===== config.mk =====
export PLATFORM = sky130hd
export DESIGN_NAME = lsu_controller
export DESIGN_NICKNAME = d
export VERILOG_FILES = /design/src/rtl/lsu_controller_pkg.sv /design/src/rtl/lsu_controller_load_align.sv /design/src/rtl/lsu_controller.sv
export SDC_FILE = /design/constraint.sdc
export NUM_CORES = 1
export LEC_CHECK = 0
export BUFFER_PORTS_ARGS = -buffer_cell sky130_fd_sc_hd__buf_2
export CELL_PAD_IN_SITES_DETAIL_PLACEMENT = 1
export CELL_PAD_IN_SITES_GLOBAL_PLACEMENT = 2
export CORE_ASPECT_RATIO = 1.75
export CORE_MARGIN = 1
export CORE_UTILIZATION = 30
export CTS_CLUSTER_SIZE = 20
export DETAILED_ROUTE_END_ITERATION = 8
export GPL_TIMING_DRIVEN = 0
export HOLD_SLACK_MARGIN = 0.03
export PLACE_DENSITY = 0.77
export REMOVE_ABC_BUFFERS = 1
export SLEW_MARGIN = 20
export SYNTH_ARGS = -nofsm -noshare
export SYNTH_HDL_FRONTEND = slang
export SYNTH_HIERARCHICAL = 1
export SYNTH_SLANG_ARGS = --single-unit

===== constraint.sdc =====
create_clock -name I_clk -period 2.2 [get_ports I_clk]
set_clock_uncertainty 0.1 [all_clocks]
set_input_delay 0.33 -clock I_clk [delete_from_list [all_inputs] [get_ports I_clk]]
set_output_delay 0.33 -clock I_clk [all_outputs]
set_load 0.1 [all_outputs]

===== src/rtl/lsu_controller_pkg.sv =====
// Shared constants and helpers for the load/store unit controller:
// funct3 codes, FSM encoding, byte-enable patterns and lane helpers.
package lsu_controller_pkg;

  typedef enum logic [1:0] {
    ST_IDLE   = 2'b00,
    ST_ACCESS = 2'b01,
    ST_RESP   = 2'b10,
    ST_FAULT  = 2'b11
  } state_t;

  localparam logic [2:0] F3_LB  = 3'b000;
  localparam logic [2:0] F3_LH  = 3'b001;
  localparam logic [2:0] F3_LW  = 3'b010;
  localparam logic [2:0] F3_LBU = 3'b100;
  localparam logic [2:0] F3_LHU = 3'b101;
  localparam logic [2:0] F3_SB  = 3'b000;
  localparam logic [2:0] F3_SH  = 3'b001;
  localparam logic [2:0] F3_SW  = 3'b010;

  localparam logic [3:0] BE_BYTE = 4'b0001;
  localparam logic [3:0] BE_HALF = 4'b0011;
  localparam logic [3:0] BE_WORD = 4'b1111;

  // Anything that is not a byte or halfword code is sized as a word.
  function automatic logic [3:0] byte_enables(input logic [2:0] funct3, input logic [1:0] off);
    case (funct3)
      F3_LB, F3_LBU: return BE_BYTE << off;
      F3_LH, F3_LHU: return BE_HALF << off;
      default:       return BE_WORD;
    endcase
  endfunction

  function automatic logic is_misaligned(input logic [2:0] funct3, input logic [1:0] off);
    case (funct3)
      F3_LB, F3_LBU: return 1'b0;
      F3_LH, F3_LHU: return off[0];
      default:       return (off != 2'b00);
    endcase
  endfunction

  function automatic logic [31:0] replicate_store(input logic [2:0] funct3, input logic [31:0] wdata);
    case (funct3)
      F3_SB:   return {4{wdata[7:0]}};
      F3_SH:   return {2{wdata[15:0]}};
      F3_SW:   return wdata;
      default: return wdata;
    endcase
  endfunction

endpackage


===== src/rtl/lsu_controller_load_align.sv =====
// Combinational load datapath: moves the addressed byte/halfword down to
// bit 0 and sign- or zero-extends it according to funct3.
module load_align
  import lsu_controller_pkg::*;
(
  input  logic [31:0] rdata_i,
  input  logic [1:0]  addr_i,
  input  logic [2:0]  funct3_i,
  output logic [31:0] result_o
);

  logic [31:0] shifted_s;

  assign shifted_s = rdata_i >> {addr_i, 3'b000};

  // Extension select; undefined codes behave as a full-word load.
  always_comb begin
    result_o = shifted_s;
    case (funct3_i)
      F3_LB:   result_o = {{24{shifted_s[7]}}, shifted_s[7:0]};
      F3_LH:   result_o = {{16{shifted_s[15]}}, shifted_s[15:0]};
      F3_LBU:  result_o = {24'h000000, shifted_s[7:0]};
      F3_LHU:  result_o = {16'h0000, shifted_s[15:0]};
      F3_LW:   result_o = shifted_s;
      default: result_o = shifted_s;
    endcase
  end

endmodule


===== src/rtl/lsu_controller.sv =====
// Single-outstanding load/store controller: captures a CPU request, drives a
// word-addressed memory bus with lane enables, and reports done/fault pulses.
module lsu_controller
  import lsu_controller_pkg::*;
#(
  parameter int unsigned TIMEOUT = 255
) (
  input  logic        I_clk,
  input  logic        I_rst_n,
  input  logic        I_req,
  input  logic        I_we,
  input  logic [2:0]  I_funct3,
  input  logic [31:0] I_addr,
  input  logic [31:0] I_wdata,
  output logic        O_ready,
  output logic        O_done,
  output logic [31:0] O_rdata,
  output logic        O_misaligned,
  output logic        O_buserr,
  output logic        O_mem_req,
  output logic        O_mem_we,
  output logic [3:0]  O_mem_be,
  output logic [31:0] O_mem_addr,
  output logic [31:0] O_mem_wdata,
  input  logic        I_mem_ack,
  input  logic [31:0] I_mem_rdata
);

  localparam logic [7:0] TIMEOUT_C = 8'(TIMEOUT);

  state_t      state_q, state_d;
  logic [7:0]  cnt_q, cnt_d;
  logic [31:0] rdata_q, rdata_d;
  logic        we_q, mis_q;
  logic [2:0]  funct3_q;
  logic [1:0]  off_q;
  logic [3:0]  mem_be_q;
  logic [31:0] mem_addr_q, mem_wdata_q;
  logic [31:0] load_result_s;
  logic        accept_s;

  assign accept_s = (state_q == ST_IDLE) && I_req;

  load_align u_load_align (
    .rdata_i  (I_mem_rdata),
    .addr_i   (off_q),
    .funct3_i (funct3_q),
    .result_o (load_result_s)
  );

  // Next state and access-cycle counter; an ack on the last allowed cycle wins.
  always_comb begin
    state_d = state_q;
    cnt_d   = cnt_q;
    case (state_q)
      ST_IDLE: begin
        if (I_req) begin
          if (is_misaligned(I_funct3, I_addr[1:0])) begin
            state_d = ST_FAULT;
          end else begin
            state_d = ST_ACCESS;
            cnt_d   = 8'd0;
          end
        end else begin
          state_d = ST_IDLE;
        end
      end
      ST_ACCESS: begin
        if (I_mem_ack) begin
          state_d = ST_RESP;
        end else if (8'(cnt_q + 8'd1) == TIMEOUT_C) begin
          state_d = ST_FAULT;
        end else begin
          cnt_d = 8'(cnt_q + 8'd1);
        end
      end
      ST_RESP:  state_d = ST_IDLE;
      ST_FAULT: state_d = ST_IDLE;
      default:  state_d = ST_IDLE;
    endcase
  end

  // Load result is only updated by a load completing.
  always_comb begin
    rdata_d = rdata_q;
    if ((state_q == ST_ACCESS) && I_mem_ack && !we_q) begin
      rdata_d = load_result_s;
    end else begin
      rdata_d = rdata_q;
    end
  end

  // FSM, counter and load-result registers.
  always_ff @(posedge I_clk or negedge I_rst_n) begin
    if (!I_rst_n) begin
      state_q <= ST_IDLE;
      cnt_q   <= 8'd0;
      rdata_q <= 32'd0;
    end else begin
      state_q <= state_d;
      cnt_q   <= cnt_d;
      rdata_q <= rdata_d;
    end
  end

  // Request capture; bus fields are precomputed so they stay stable until ack.
  always_ff @(posedge I_clk or negedge I_rst_n) begin
    if (!I_rst_n) begin
      we_q        <= 1'b0;
      mis_q       <= 1'b0;
      funct3_q    <= 3'd0;
      off_q       <= 2'd0;
      mem_be_q    <= 4'd0;
      mem_addr_q  <= 32'd0;
      mem_wdata_q <= 32'd0;
    end else if (accept_s) begin
      we_q        <= I_we;
      mis_q       <= is_misaligned(I_funct3, I_addr[1:0]);
      funct3_q    <= I_funct3;
      off_q       <= I_addr[1:0];
      mem_be_q    <= byte_enables(I_funct3, I_addr[1:0]);
      mem_addr_q  <= {I_addr[31:2], 2'b00};
      mem_wdata_q <= replicate_store(I_funct3, I_wdata);
    end
  end

  assign O_ready      = (state_q == ST_IDLE);
  assign O_done       = (state_q == ST_RESP) || (state_q == ST_FAULT);
  assign O_misaligned = (state_q == ST_FAULT) && mis_q;
  assign O_buserr     = (state_q == ST_FAULT) && !mis_q;
  assign O_rdata      = rdata_q;
  assign O_mem_req    = (state_q == ST_ACCESS);
  assign O_mem_we     = we_q;
  assign O_mem_be     = mem_be_q;
  assign O_mem_addr   = mem_addr_q;
  assign O_mem_wdata  = mem_wdata_q;

endmodule


==> results of run 1 <==
==> flip-flops by register name, indices dropped and copies added, names as in the netlist <==
signal,flops
mis_q,1
O_mem_we,1
funct3_q,3
cnt_q,8
off_q,2
O_rdata,32
O_mem_addr,30
O_mem_be,4
state_q,2
O_mem_wdata,32
==> worst min path at each step <==
stage | endpoint | cells after the start | slack, ps
finish | O_mem_addr[27] | 2 | 60
floorplan | O_mem_addr[10] | 0 | -70
global route | O_mem_addr[29] | 2 | 40
global placement | O_mem_wdata[28] | 2 | 360
CTS | O_mem_addr[28] | 2 | 30
detailed placement | O_mem_addr[11] | 1 | 320
==> layer usage <==
layer	up-vias	routed length, um
li1	2193	-
met1	2320	6230
met2	143	9480
met3	25	850
met4	0	478
met5	-	0
==> metrics by stage <==
stage	utilization	TNS, ps
floorplan	-	-126330
global placement	0.370	-236790
detailed placement	0.375	-11280
CTS	0.427	0
global route	0.432	-14.8
finish	0.432	0
==> placed cells by master (no fill, tap or decap), types with 4 or more instances in the layout <==
cell / n
a211oi_1: 14
a21oi_1: 10
and3_1: 4
buf_2: 205
buf_4: 9
bufinv_16: 4
clkbuf_16: 17
clkinvlp_4: 6
dfrtp_1: 113
dlygate4sd3_1: 23
inv_1: 7
mux2_2: 72
mux2i_1: 41
nand2_1: 59
nand3_1: 4
nor2_1: 29
nor2b_1: 10
o21ai_0: 47
o31ai_1: 6
==> final cells by class <==
type	count	area [um^2]	area share
inverter	7	26.3	0.00335
sequential	115	2880	0.368
clock buffer	20	467	0.0595
multi-input combinational	339	2530	0.323
clock inverter	12	179	0.0228
tap	234	293	0.0374
timing repair buffer	245	1460	0.187
==> kinds of logic after synthesis <==
kind of cell             Yosys count  share of synthesized area
AND/OR/NAND/NOR                  123                      0.103
multiplexers                     116                      0.224
flip-flops                       115                      0.514
AO/OA/AOI/OAI                     92                      0.104
buffers and inverters             40                     0.0434
adder cells (fa/ha/maj)            2                    0.00447
XOR/XNOR                           2                    0.00648
other                              1                   0.000670
==> repair_timing <==
| action | 4_1_cts | 5_1_grt |
|---|---|---|
| endpoints found under the setup margin | 28 | 20 |
| gates resized for setup | 7 | 3 |
| setup buffers | 3 | 8 |
| hold buffers | 22 | 1 |
| pin swaps | 2 | 0 |
| endpoints found under the hold margin | 93 | 1 |
| gates cloned | 0 | 2 |
==> summary.txt, run 1 <==
Outcome - completed
Core ar. - 18100 um^2
Critical Path, Cell by Cell - nor2_1 > buf_2
Final WL - 17.0 mm
Antenna-violating nets left - 0
Busiest metal layer after global routing - met2
Fin area - 7840 um^2
Layout Nets - 831
IO Count - 210
Final setup viols - 0
Ant diodes - 0
Hold slack - 56.2 ps
Met3 Track Usage GR - 0.0514
Synth top area cells - dfrtp_1 (51%), mux2_2 (14%), mux2i_1 (7.3%), o21ai_0 (4.3%), nand2_1 (4.0%)
Syn Inst Count - 491
Worst R2R Path Depth - 5
Reg2reg start - state_q[1]
WS Path Type - flop to primary output
Pre-CTS setup slack - -564 ps
Slowest CP cell - buf_2
Clk Latency, worst-skew pair - 420 ps
Cell Rows - 65
Initial antenna violation count - 0
Slew HR - 0.516
Area Overhead vs Synth - 40.1%
Seq/Total Area, Yosys - 0.514
Hold Path Class - primary input to flop
Clock Tree Buf Depth - 2
CP bufs+invs - 1
PortBufs - 207
Met2 usage - 0.333
First drt pass iteration count - 4
Placed cell area - 6800 um^2
Drt wl/cell - 17.5 um
Vias per inst - 4.82
Setup crit end - O_ready
Max_cap viols - 0
Filler cell count - 2061
Via Count - 4681
Most common cell in the netlist - dfrtp_1
Met1 usage - 0.186
Reg-to-reg critical path endpoint - O_rdata[28]
CTS tree - built
Final Hold Viols - 0
Clock slew at reported path FFs - 50 ps
Height of the die - 183 um
Asr flop ratio synth - 1.00
Slew at the pin closest to its max-slew limit - 722 ps
CP Max Fanout - 7
Num Clock Sinks - 115
DR iter-0 viols - 85
Total grt overflow - 0
Hpwl dp - 11.9 mm
Vias in the first global route - 5119
Syn avg cell area - 11.4 um^2
First-pass GRT wire length - 26.8 mm
Critical Path AT - 1650 ps
Synth cell count leaders - dfrtp_1 (115), mux2_2 (72), nand2_1 (59)
Top FF cell, synth - dfrtp_1
Residual DRC - 0
Required @ worst endpoint - 1770 ps
Number of buffers created by CTS - 17
Crit-path leading delay family - buffers and inverters
Fmax - 482 MHz
Final Max Tran Viols - 0
Post-Place Cells - 904
Pin count of the biggest net entering global routing - 73
Share of layout cells above drive strength 1 - 0.470
Max incr delay on CP - 490 ps
FF-to-FF setup slack - 130 ps
Yosys reg bits - 115
Tcrit/Tclk final - 0.944
Startpoint Class - flop
Die ar. - 19200 um^2
Yosys cell types - 44
Global Route Usage Sum - 0.182
Post-synth EDFFs - 0
Worst setup startpoint - state_q[0]
H-tree depth - 4
Synthesis Warnings - 6
Initial Utilization - 0.309
Post-route setup slack - 123 ps
Post-Layout Cell Count - 972
Synth area leader - dfrtp_1
Die Wd - 105 um
GPL Wtd Cong - 0.787
Root buf cell - clkbuf_16
Final min period - 2080 ps
Synthesized cell area - 5600 um^2
WP depth - 2
Yosys top cell area share - 0.514
Worst hold path startpoint - I_addr[27]
Worst Setup End Kind - primary output
Power of run 1 is not shown: default switching activity piles up to over one toggle a cycle in this logic, so the estimate is an artifact.
==> run 2, diff against run 1 <==
--- a/config.mk
+++ b/config.mk
@@ -9,7 +9,7 @@
 export CELL_PAD_IN_SITES_DETAIL_PLACEMENT = 1
 export CELL_PAD_IN_SITES_GLOBAL_PLACEMENT = 2
 export CORE_ASPECT_RATIO = 1.75
-export CORE_MARGIN = 1
+export CORE_MARGIN = 3
 export CORE_UTILIZATION = 30
 export CTS_CLUSTER_SIZE = 20
 export DETAILED_ROUTE_END_ITERATION = 8
==> summary.txt, run 2 (synthesis results as in run 1) <==
Vias in the first global route - 5143
Area Overhead vs Synth - 37.8%
Antenna-violating nets left - 0
IO Count - 210
Hold Path Class - primary input to flop
Ant diodes - 0
Initial Utilization - 0.309
Commonest non-fill, non-tap cells in the layout - buf_2 (205), dfrtp_1 (111), mux2_2 (72)
Share of layout cells above drive strength 1 - 0.482
Final Max Tran Viols - 0
Final WL - 17.6 mm
Slew at the pin closest to its max-slew limit - 719 ps
Clock slew at reported path FFs - 50 ps
CP Max Fanout - 7
Tcrit/Tclk final - 0.935
H-tree depth - 4
Final min period - 2060 ps
Final Hold Viols - 0
Max_cap viols - 0
CTS tree - built
Post-Layout Cell Count - 960
PortBufs - 207
Die Wd - 109 um
Vias per inst - 4.83
Clk Latency, worst-skew pair - 410 ps
DR iter-0 viols - 125
Critical Path AT - 1630 ps
Worst Setup End Kind - primary output
Initial antenna violation count - 0
Required @ worst endpoint - 1770 ps
Core ar. - 18100 um^2
Slew HR - 0.519
Cell Rows - 65
Drt wl/cell - 18.3 um
First drt pass iteration count - 4
Outcome - completed
Most common cell after layout, fill and taps aside - buf_2
Residual DRC - 0
Pin count of the biggest net entering global routing - 67
Via Count - 4634
Die ar. - 20400 um^2
First-pass GRT wire length - 27.7 mm
Fmax - 486 MHz
Final setup viols - 0
GPL Wtd Cong - 0.758
Filler cell count - 2021
Clock Tree Buf Depth - 2
Num Clock Sinks - 115
Number of buffers created by CTS - 17
RSZ-0062 raised after global routing - false
Startpoint Class - flop
Post-Place Cells - 904
Height of the die - 187 um
WS Path Type - flop to primary output
Layout Nets - 819
Root buf cell - clkbuf_16
Hpwl dp - 12.4 mm
Global Route Usage Sum - 0.177
Total grt overflow - 0
-- run 2: cell types whose count changed in the layout (fill, tap and decap cells not counted), sizes merged --
cell         before  now
dlygate4sd3      23   10
clkinvlp          6    1
clkinv            2    5
clkbuf           20   22
buf             222  223
-- run 2: path summary, 6_finish.rpt --
path	startpoint	endpoint	slack [ps]	depth (start not counted)
max	state_q[0]	O_ready	140	2
min	I_addr[16]	O_mem_addr[16]	50	2
max reg2reg	funct3_q[1]	O_rdata[8]	150	4
min reg2reg	O_mem_wdata[13]	O_mem_wdata[13]	380	2
max in group asynchronous	I_rst_n	state_q[0]	880	3
min in group asynchronous	I_rst_n	O_mem_addr[6]	410	2
-- run 2: metrics by stage --
stage,cell area (um^2),worst slack (ps),hold slack [ps],TNS [ps],utilization
after floorplan,5380,-1690,-65.6,-126330,-
after global placement,6710,-2200,356,-248330,0.370
after detailed placement,6800,-579,287,-11780,0.375
after CTS,7650,35.8,30.6,0,0.422
after global routing,7710,23.3,35.0,0,0.425
final,7710,143,51.2,0,0.425
-- run 2: worst max-delay path, stage by stage (launching register included) --
cell and delay [ps]:
dfrtp_2 490, nor2_1 250, buf_2 480
-- run 2: per-layer routing --
layer,share of wire,global-route usage,vias up
met2,0.58,0.335,131
met5,0,0,-
met1,0.34,0.176,2311
met4,0.023,0.0715,0
li1,-,-,2168
met3,0.053,0.0488,24
-- run 2: final cells by class --
cell class	count	area, um^2	area share
tap	234	293	0.0380
sequential	115	2890	0.374
inverter	7	26.3	0.00341
multi-input combinational	339	2540	0.329
clock buffer	22	484	0.0628
timing repair buffer	233	1340	0.173
clock inverter	10	153	0.0198
-- run 2: what timing repair did --
action | in CTS | in global routing
hold buffers | 10 | 0
endpoints found under the setup margin | 35 | 17
buffers inserted | 5 | 7
resized for setup | 9 | 4
gates cloned | 2 | 0
pin swaps | 4 | 0
endpoints found under the hold margin | 74 | 0
Power of run 2 is left out for the same reason.
==> run 3, diff against run 2 <==
--- a/config.mk
+++ b/config.mk
@@ -6,11 +6,13 @@
 export NUM_CORES = 1
 export LEC_CHECK = 0
 export BUFFER_PORTS_ARGS = -buffer_cell sky130_fd_sc_hd__buf_2
+export CAP_MARGIN = 20
 export CELL_PAD_IN_SITES_DETAIL_PLACEMENT = 1
 export CELL_PAD_IN_SITES_GLOBAL_PLACEMENT = 2
 export CORE_ASPECT_RATIO = 1.75
 export CORE_MARGIN = 3
 export CORE_UTILIZATION = 30
+export CTS_BUF_LIST = sky130_fd_sc_hd__clkbuf_16
 export CTS_CLUSTER_SIZE = 20
 export DETAILED_ROUTE_END_ITERATION = 8
 export GPL_TIMING_DRIVEN = 0
==> summary.txt, run 3 (synthesis results as in run 1) <==
Number of buffers created by CTS - 17
Reg2reg start - funct3_q[1]
Worst Setup End Kind - primary output
Worst hold path startpoint - I_addr[16]
Clk Latency, worst-skew pair - 410 ps
Worst R2R Path Depth - 4
Root buf cell - clkbuf_16
Hold path depth - 2
Initial Utilization - 0.309
Post-Layout Cell Count - 961
Slew HR - 0.529
PortBufs - 207
Clock Tree Buf Depth - 2
Total grt overflow - 0
IO Count - 210
Final WL - 17.7 mm
Max_cap viols - 0
Max incr delay on CP - 490 ps
Critical Path AT - 1640 ps
RSZ-0062 raised after global routing - false
WS Path Type - flop to primary output
Reg-to-reg critical path endpoint - O_rdata[8]
Fmax - 483 MHz
Share of layout cells above drive strength 1 - 0.476
H-tree depth - 4
Die Wd - 109 um
Num Clock Sinks - 115
Tcrit/Tclk final - 0.941
Outcome - completed
FF-to-FF setup slack - 170 ps
Height of the die - 187 um
Required @ worst endpoint - 1770 ps
Via Count - 4653
First-pass GRT wire length - 27.8 mm
Cell Rows - 65
Hpwl dp - 12.4 mm
DR iter-0 viols - 105
GPL Wtd Cong - 0.758
Hold slack - 53.0 ps
Multi-input gate area - 2540 um^2
Slowest CP cell - dfrtp_2
CTS tree - built
Global Route Usage Sum - 0.178
First drt pass iteration count - 6
Vias per inst - 4.84
Pre-CTS setup slack - -579 ps
FF+latch area - 2890 um^2
Final Max Tran Viols - 0
Die ar. - 20400 um^2
Area Overhead vs Synth - 37.3%
Layout Nets - 820
Post-Place Cells - 904
CP Max Fanout - 7
Antenna-violating nets left - 0
Filler cell count - 2030
Final Hold Viols - 0
Final min period - 2070 ps
Startpoint Class - flop
Hold Path Class - primary input to flop
Hold EP - O_mem_addr[16]
Pin count of the biggest net entering global routing - 67
Core ar. - 18100 um^2
Residual DRC - 0
Vias in the first global route - 5157
Final setup viols - 0
Critical Path, Cell by Cell - nor2_1 > buf_2
Slew at the pin closest to its max-slew limit - 703 ps
Post-route setup slack - 130 ps
Clock slew at reported path FFs - 50 ps
Commonest non-fill, non-tap cells in the layout - buf_2 (205), dfrtp_1 (111), mux2_2 (72)
Most common cell after layout, fill and taps aside - buf_2
Ant diodes - 0
Initial antenna violation count - 0
Drt wl/cell - 18.4 um
run 3: cell types whose count changed in the layout (fill, tap and decap cells not counted), sizes merged:
cell | previous run | this run
clkbuf | 22 | 17
dlygate4sd3 | 10 | 11
inv | 7 | 8
clkinv | 5 | 9
run 3: metal layers:
layer / vias to the layer above / track usage / share of wire
met2: 134 / 0.335 / 0.58
met4: 0 / 0.0672 / 0.024
met5: - / 0 / 0
met3: 25 / 0.0533 / 0.054
met1: 2327 / 0.177 / 0.34
li1: 2167 / - / -
run 3: area by class of cell:
class	count	area share
timing repair buffer	234	0.175
clock buffer	17	0.0554
sequential	115	0.375
inverter	7	0.00342
tap	234	0.0381
clock inverter	15	0.0223
multi-input combinational	339	0.330
run 3: stage by stage:
step	cell area (um^2)	setup TNS [ps]	util
after floorplan	5380	-126330	-
after global placement	6710	-248330	0.370
after detailed placement	6800	-11780	0.375
after CTS	7620	0	0.420
after global routing	7680	0	0.424
final	7680	0	0.424
run 3: how the worst max path moves through the flow:
stage / start / endpoint / slack, ps / cells past startpoint
floorplan: state_q[1] / cnt_q[0] / -1690 / 5
global placement: I_req / cnt_q[1] / -2200 / 6
detailed placement: off_q[1] / O_rdata[24] / -580 / 5
CTS: state_q[1] / cnt_q[1] / 30 / 6
global route: off_q[1] / O_rdata[10] / 20 / 4
finish: state_q[0] / O_ready / 130 / 2
run 3: what timing repair did:
item,CTS,global route
setup buffers,5,7
hold buffers,11,0
endpoints found under the setup margin,35,16
pin swaps,4,0
cloned,2,0
hold endpoints to repair,75,0
resized for setup,9,4
run 3: critical path, delay by kind of cell, from the launching register on:
kind                   cells  cell delay, ps
buffers and inverters      1             480
flip-flops                 1             490
AND/OR/NAND/NOR            1             260
Power of run 3 is left out for the same reason.
